$ cat src/rtl/pwm_pkg.sv
// ============================================================================
//  Module : pwm_pkg
//  Brief  : Shared helper for sizing the PWM prescaler counter.
//  Rev    : 1.0 - initial release
// ============================================================================
`default_nettype none

package pwm_pkg;

    // A prescale of 1 still needs a one-bit counter to stay a legal vector.
    function automatic int pre_width(input int prescale);
        int w;
        w = $clog2(prescale);
        return (w < 1) ? 1 : w;
    endfunction

endpackage

`default_nettype wire

$ cat src/rtl/pwm_prescaler.sv
// ============================================================================
//  Module : pwm_prescaler
//  Brief  : Free-running 0..PRESCALE-1 divider emitting a one-clock tick.
//  Rev    : 1.0 - initial release
// ============================================================================
`default_nettype none

module pwm_prescaler
    import pwm_pkg::*;
#(
    parameter int PRESCALE = 8
) (
    input  logic clk,
    input  logic rst,
    output logic tick
);

    localparam int               PRE_W  = pre_width(PRESCALE);
    localparam logic [PRE_W-1:0] c_last = PRE_W'(PRESCALE - 1);

    logic [PRE_W-1:0] r_pre_cnt;

    always_ff @(posedge clk or posedge rst) begin
        if (rst) begin
            r_pre_cnt <= '0;
        end else if (r_pre_cnt == c_last) begin
            r_pre_cnt <= '0;
        end else begin
            r_pre_cnt <= r_pre_cnt + 1'b1;
        end
    end

    assign tick = (r_pre_cnt == c_last);

endmodule

`default_nettype wire

$ cat src/rtl/pwm.sv
// ============================================================================
//  Module : pwm
//  Brief  : Glitch-free single-channel PWM; duty shadowed at period boundary.
//  Rev    : 1.0 - initial release
// ============================================================================
`default_nettype none

module pwm #(
    parameter int WIDTH    = 8,
    parameter int PRESCALE = 8
) (
    input  logic             clk,
    input  logic             rst,
    input  logic [WIDTH-1:0] cmd,
    output logic             pwm_out
);

    // Counter stops one short of all-ones so a full-scale duty is constant high.
    localparam logic [WIDTH-1:0] c_max = {{(WIDTH-1){1'b1}}, 1'b0};

    logic             w_tick;
    logic             w_boundary;
    logic [WIDTH-1:0] r_cnt;
    logic [WIDTH-1:0] r_cmd_q;
    logic [WIDTH-1:0] r_duty_q;

    pwm_prescaler #(
        .PRESCALE (PRESCALE)
    ) u_prescaler (
        .clk  (clk),
        .rst  (rst),
        .tick (w_tick)
    );

    assign w_boundary = w_tick && (r_cnt == c_max);

    always_ff @(posedge clk or posedge rst) begin
        if (rst) begin
            r_cmd_q <= '0;
        end else begin
            r_cmd_q <= cmd;
        end
    end

    always_ff @(posedge clk or posedge rst) begin
        if (rst) begin
            r_cnt <= '0;
        end else if (w_boundary) begin
            r_cnt <= '0;
        end else if (w_tick) begin
            r_cnt <= r_cnt + 1'b1;
        end
    end

    // Duty only moves at the wrap, so a period is never partially updated.
    always_ff @(posedge clk or posedge rst) begin
        if (rst) begin
            r_duty_q <= '0;
        end else if (w_boundary) begin
            r_duty_q <= r_cmd_q;
        end
    end

    always_ff @(posedge clk or posedge rst) begin
        if (rst) begin
            pwm_out <= 1'b0;
        end else begin
            pwm_out <= (r_cnt < r_duty_q);
        end
    end

endmodule

`default_nettype wire

$ cat config.mk
export PLATFORM = sky130hd
export DESIGN_NAME = pwm
export DESIGN_NICKNAME = d
export VERILOG_FILES = /design/src/rtl/pwm_pkg.sv /design/src/rtl/pwm_prescaler.sv /design/src/rtl/pwm.sv
export SDC_FILE = /design/constraint.sdc
export NUM_CORES = 1
export LEC_CHECK = 0
export CORE_UTILIZATION = 40
export CTS_CLUSTER_DIAMETER = 80
export DETAILED_ROUTE_END_ITERATION = 6
export GPL_ROUTABILITY_DRIVEN = 0
export SYNTH_ARGS = -nofsm -noshare
export SYNTH_HDL_FRONTEND = slang
export SYNTH_SLANG_ARGS = --single-unit
$ cat constraint.sdc
create_clock -name clk -period 1.6 [get_ports clk]
set_clock_uncertainty 0.15 [all_clocks]
set_input_delay 0.4 -clock clk [delete_from_list [all_inputs] [get_ports clk]]
set_output_delay 0.4 -clock clk [all_outputs]
set_load 0.03 [all_outputs]
---- Word level (Yosys, flattened, before mapping) ----
Cells that the tools add are included.
operators by class
  equal/unequal tests ..................... 2
  add/subtract/negate cells ............... 2
  multiplexer cells ....................... 3
  $lt $le $gt $ge ......................... 1
  reduce and logical (&&, ||, !) cells .... 2
operators by type and width
  kind                                         number
  two-way mux 8 bit                            2
  adder 8 x 1 -> 8 bit, second input constant  1
  == test 8 bit, second input constant         1
  < comparator 8 bit                           1
  adder 3 x 1 -> 3 bit, second input constant  1
  == test 3 bit, second input constant         1
  two-way mux 3 bit                            1
  nonzero test 2 bit                           1
  logical AND 1 bit                            1
word-level totals
  register bits after elaboration ......... 28
  output and inout bits ................... 1

---- Longest topological paths before layout ----
  word-level depth ........................ 3
  gate-level depth with buffers ........... 7

---- Cells and area by module ----
Synthesis repeated with hierarchy kept, for this count alone.
unflattened totals
  cells, all modules ...................... 103
  area, all modules ....................... 1282.5 sq um
by module, submodules not included
  module         times used  area each (sq um)  cells an instance
  pwm            1           1168.6             95
  pwm_prescaler  1           113.9              8

---- Least setup slack after synthesis ----
OpenSTA, ideal clock, no wires.
  kind .................................... register to register
  start ................................... reg u_prescaler.r_pre_cnt[0]
  end ..................................... reg r_cnt[7]
  clock period less this slack ............ 1.719 ns
  buffers on the path ..................... 1
  data arrival time ....................... 1.505 ns
  stages on the path, launching flop included .. 8
  path slack .............................. -0.119 ns
  required time ........................... 1.386 ns
  setup time .............................. 0.064 ns
  cells stage by stage .................... dfrtp_1 -> ha_1 -> ha_1 -> buf_2 -> nand3_2 -> or4_1 -> a21oi_1 -> a21o_1
between the ends
  word-level cells in the longest chain between the ends .. 3
ends and longest elaborated chain
  what                                                     RTL line             RTL
  start, declared                                          pwm_prescaler.sv:21  logic [PRE_W-1:0] r_pre_cnt;
  start signal, assigned                                   pwm_prescaler.sv:29  r_pre_cnt <= r_pre_cnt + 1'b1;
  == test 3 bit *                                          pwm_prescaler.sv:33  assign tick = (r_pre_cnt == c_last);
  logical AND 1 bit                                        pwm.sv:35            assign w_boundary = w_tick && (r_cnt == c_max);
  two-way mux 8 bit or nonzero test 2 bit (tied branches)  -
  end signal, assigned                                     pwm.sv:51            r_cnt <= r_cnt + 1'b1;
  end, declared                                            pwm.sv:23            logic [WIDTH-1:0] r_cnt;
Mark *: on every way between the ends. The rest lies on a longest branch, timed or not.
A chain may end at the register's enable or synchronous reset.

---- Worst setup path in the final report ----
Ends and elaborated chain as after synthesis.

==> summary.txt <==
Status
  – Run status: finished, violations left
  – Failing checks: setup timing

Layout
  – Layout cells sized above 1: 0.403
  – Final nets: 156
  – # diodes: 0
  – Util after Layout: 0.578
  – Storage cell area: 702 um2
  – Area of the multi-input gates: 654 um2
  – Area Growth Syn to Fin: 37.9%
  – Fillers: 281

Synthesis
  – Asr flop ratio synth: 1.00
  – Synth Flop Type: dfrtp_1
  – Xor and xnor area share after synthesis: 0.00684
  – Sequential element share of the synthesized area: 0.547
  – Area contributors post-synth: dfrtp_1 55%, ha_1 11%, mux2_2 7.9%
  – Syn avg cell area: 12.4 um2
  – Mux contribution to synthesized area: 0.0870
  – Top-count cell post-synth: dfrtp_1
  – Yosys warns: 0
  – Post-Synth Simple-Gate Area: 0.112
  – Post-Syn Instances: 103
  – Post-synthesis adder-cell area fraction: 0.108
  – Area share of the largest cell type after synthesis: 0.547
  – #FFs+latches synth: 28
  – Yosys top cell by area: dfrtp_1
  – Synth top cells by count: 28 x dfrtp_1, 11 x ha_1, 10 x inv_1, 9 x mux2_2
  – Compound-cell area share of the yosys netlist: 0.0958
  – Synthesized cell area: 1280 um2
  – Mapped Nets: 124
  – Largest family of logic cells by synthesized area: simple AND/OR/NAND/NOR gates
  – Unique masters post-synth: 31
  – Post-synth EDFFs: 0

CTS
  – CTS tree: yes
  – Clock sink total: 28
  – Clk pin slew, worst setup/hold paths: 0.15 ns
  – Worst-Skew Late Latency: 0.32 ns
  – Root Driver: clkbuf_4
  – TritonCTS buffer count: 3
  – Max clock buf depth: 2
  – H-Tree Level Count: 1
  – CTS Hold Bufs: 0

Worst setup path
  – Worst Path Arrival: 1.78 ns
  – FF-to-FF Start: u_prescaler.r_pre_cnt[0]
  – Max FO, Critical Path: 5
  – Worst setup SP type: register
  – FF-to-FF setup slack: -0.1 ns
  – Worst Path Required: 1.69 ns
  – Reg-to-Reg End: r_cnt[7]
  – CP endpoint kind: register
  – Kind of critical path: reg2reg
  – Crit path from: u_prescaler.r_pre_cnt[0]
  – Worst Reg-to-Reg Cells: 7
  – Worst setup path end: r_cnt[7]

Global routing
  – All-layer global routing usage: 0.162
  – Initial antenna violation count: 0
  – Vias in the first global route: 935
  – Largest net degree at the start of global routing: 29
  – GR Overflow Total: 0
  – First-pass GRT wire length: 4.06 mm

Place
  – Place WS: -0.172 ns
  – I/O Buffers: 10
  – Final HPWL DP: 1.61 mm

STA
  – RSZ-0062 raised after global routing: true
  – Final min period: 1.70 ns
  – Setup violations, final: 12
  – Min Hold Slack: 0.238 ns
  – Slew HR: 0.834
  – F_max: 590 MHz
  – Worst slew pin tran: 0.246 ns
  – Max Slew Vio Count: 0
  – Final setup margin: -0.0963 ns
  – Final Hold Fails: 0
  – Crit share post-route: 1.06

Min path
  – Hold WC Path Type: in2async

Die
  – Core area: 3050 um2
  – Die X: 58.6 um
  – Initial core utilization: 0.419
  – Die area: 3430 um2
  – DIE HEIGHT: 58.6 um
  – # IOs: 11
  – Row cnt: 20

Power and ir drop
  – Pwr Density: 692 nW/um2
  – Maximum VDD drop: 0.419 mV
  – Leakage power: 0.825 nW

Routing
  – DRT antenna net count: 0
  – DR vias/cell: 4.94
  – Routed WL per cell: 13.6 um
  – # DRC: 0
  – Routed Wire Length: 2.42 mm
  – Detailed-router iteration count before antenna repair: 4
  – First DRT Iteration DRCs: 23
  – Vias: 879

Run
  – Max Cap Violations: 0
[metrics by stage]
step	cell area [um2]	TNS [ns]	power, W	instances
5_1_grt	1770	-1.20	0.00127	178
4_1_cts	1680	-0.539	0.00124	175
2_1_floorplan	1290	-0.258	0.000743	103
3_5_place_dp	1520	-1.15	0.000776	166
6_report	1770	-0.643	0.00122	178
3_3_place_gp	1520	-0.740	0.000775	166
[metal layers]
layer | GRT usage | vias up | part of all wire
li1 | - | 425 | -
met5 | 0 | - | 0
met3 | 0.0264 | 4 | 0.028
met2 | 0.268 | 14 | 0.48
met4 | 0.0646 | 0 | 0.018
met1 | 0.214 | 436 | 0.47
[cell families (layout without fill, tap and decap cells)]
logic type | after synthesis | in the layout
DFF | 28 | 28
AOI/OAI and AO/OA | 18 | 18
adders and majority gates | 11 | 11
xor gates and xnor gates | 1 | 1
and+or+nand+nor | 22 | 23
muxes | 10 | 10
buffers and inverters | 13 | 43
[where the power goes]
| group | switching [W] | internal [W] |
|---|---|---|
| logic | 0.0000167 | 0.0000245 |
| registers | 0.00000266 | 0.000718 |
| clock network | 0.000207 | 0.000253 |
| total | 0.000226 | 0.000996 |
[critical path, stage by stage, from the launching register on]
cell and delay [ns]:
dfrtp_1 0.40, ha_2 0.20, ha_4 0.17, nand3_4 0.08, buf_4 0.15, o21ai_0 0.22, a21oi_2 0.08, a21o_1 0.15
[state kept, by name, indices dropped and copies added (netlist names)]
signal / count
r_cmd_q: 8
r_duty_q: 8
pwm_out: 1
r_cnt: 8
u_prescaler.r_pre_cnt: 3
[layout make-up]
type | instances | share of cell area
sequential | 28 | 0.398
multi-input combinational | 63 | 0.371
timing repair buffer | 29 | 0.150
tap | 44 | 0.0312
inverter | 10 | 0.0213
clock inverter | 1 | 0.0170
clock buffer | 3 | 0.0128
[layout by cell type, fill, tap and decap left out, types with 3 or more instances in the layout]
| master | count |
|---|---|
| nand2_1 | 5 |
| nor2_1 | 3 |
| ha_1 | 7 |
| a21oi_2 | 3 |
| clkbuf_4 | 3 |
| nand3_4 | 3 |
| a21o_1 | 4 |
| ha_4 | 3 |
| buf_4 | 16 |
| inv_1 | 9 |
| dfrtp_1 | 27 |
| clkdlybuf4s50_1 | 9 |
| mux2_4 | 9 |
[worst min path at each step]
| stage | slack (ns) | to | cells after the start |
|---|---|---|---|
| after global placement | 0.31 | u_prescaler.r_pre_cnt[1] | 1 |
| after CTS | 0.25 | r_cmd_q[2] | 3 |
| after detailed placement | 0.31 | u_prescaler.r_pre_cnt[1] | 1 |
| after floorplan | 0.25 | u_prescaler.r_pre_cnt[0] | 1 |
| after global routing | 0.26 | r_cmd_q[5] | 3 |
| final | 0.24 | r_cmd_q[5] | 3 |
[what timing repair did]
action                     CTS  global route
gates resized for setup     19            13
setup endpoints to repair   15            15
buffers inserted             4             3
gates cloned                 1             0
pin swaps                    5             2
Power figures use the tool's default switching activity.
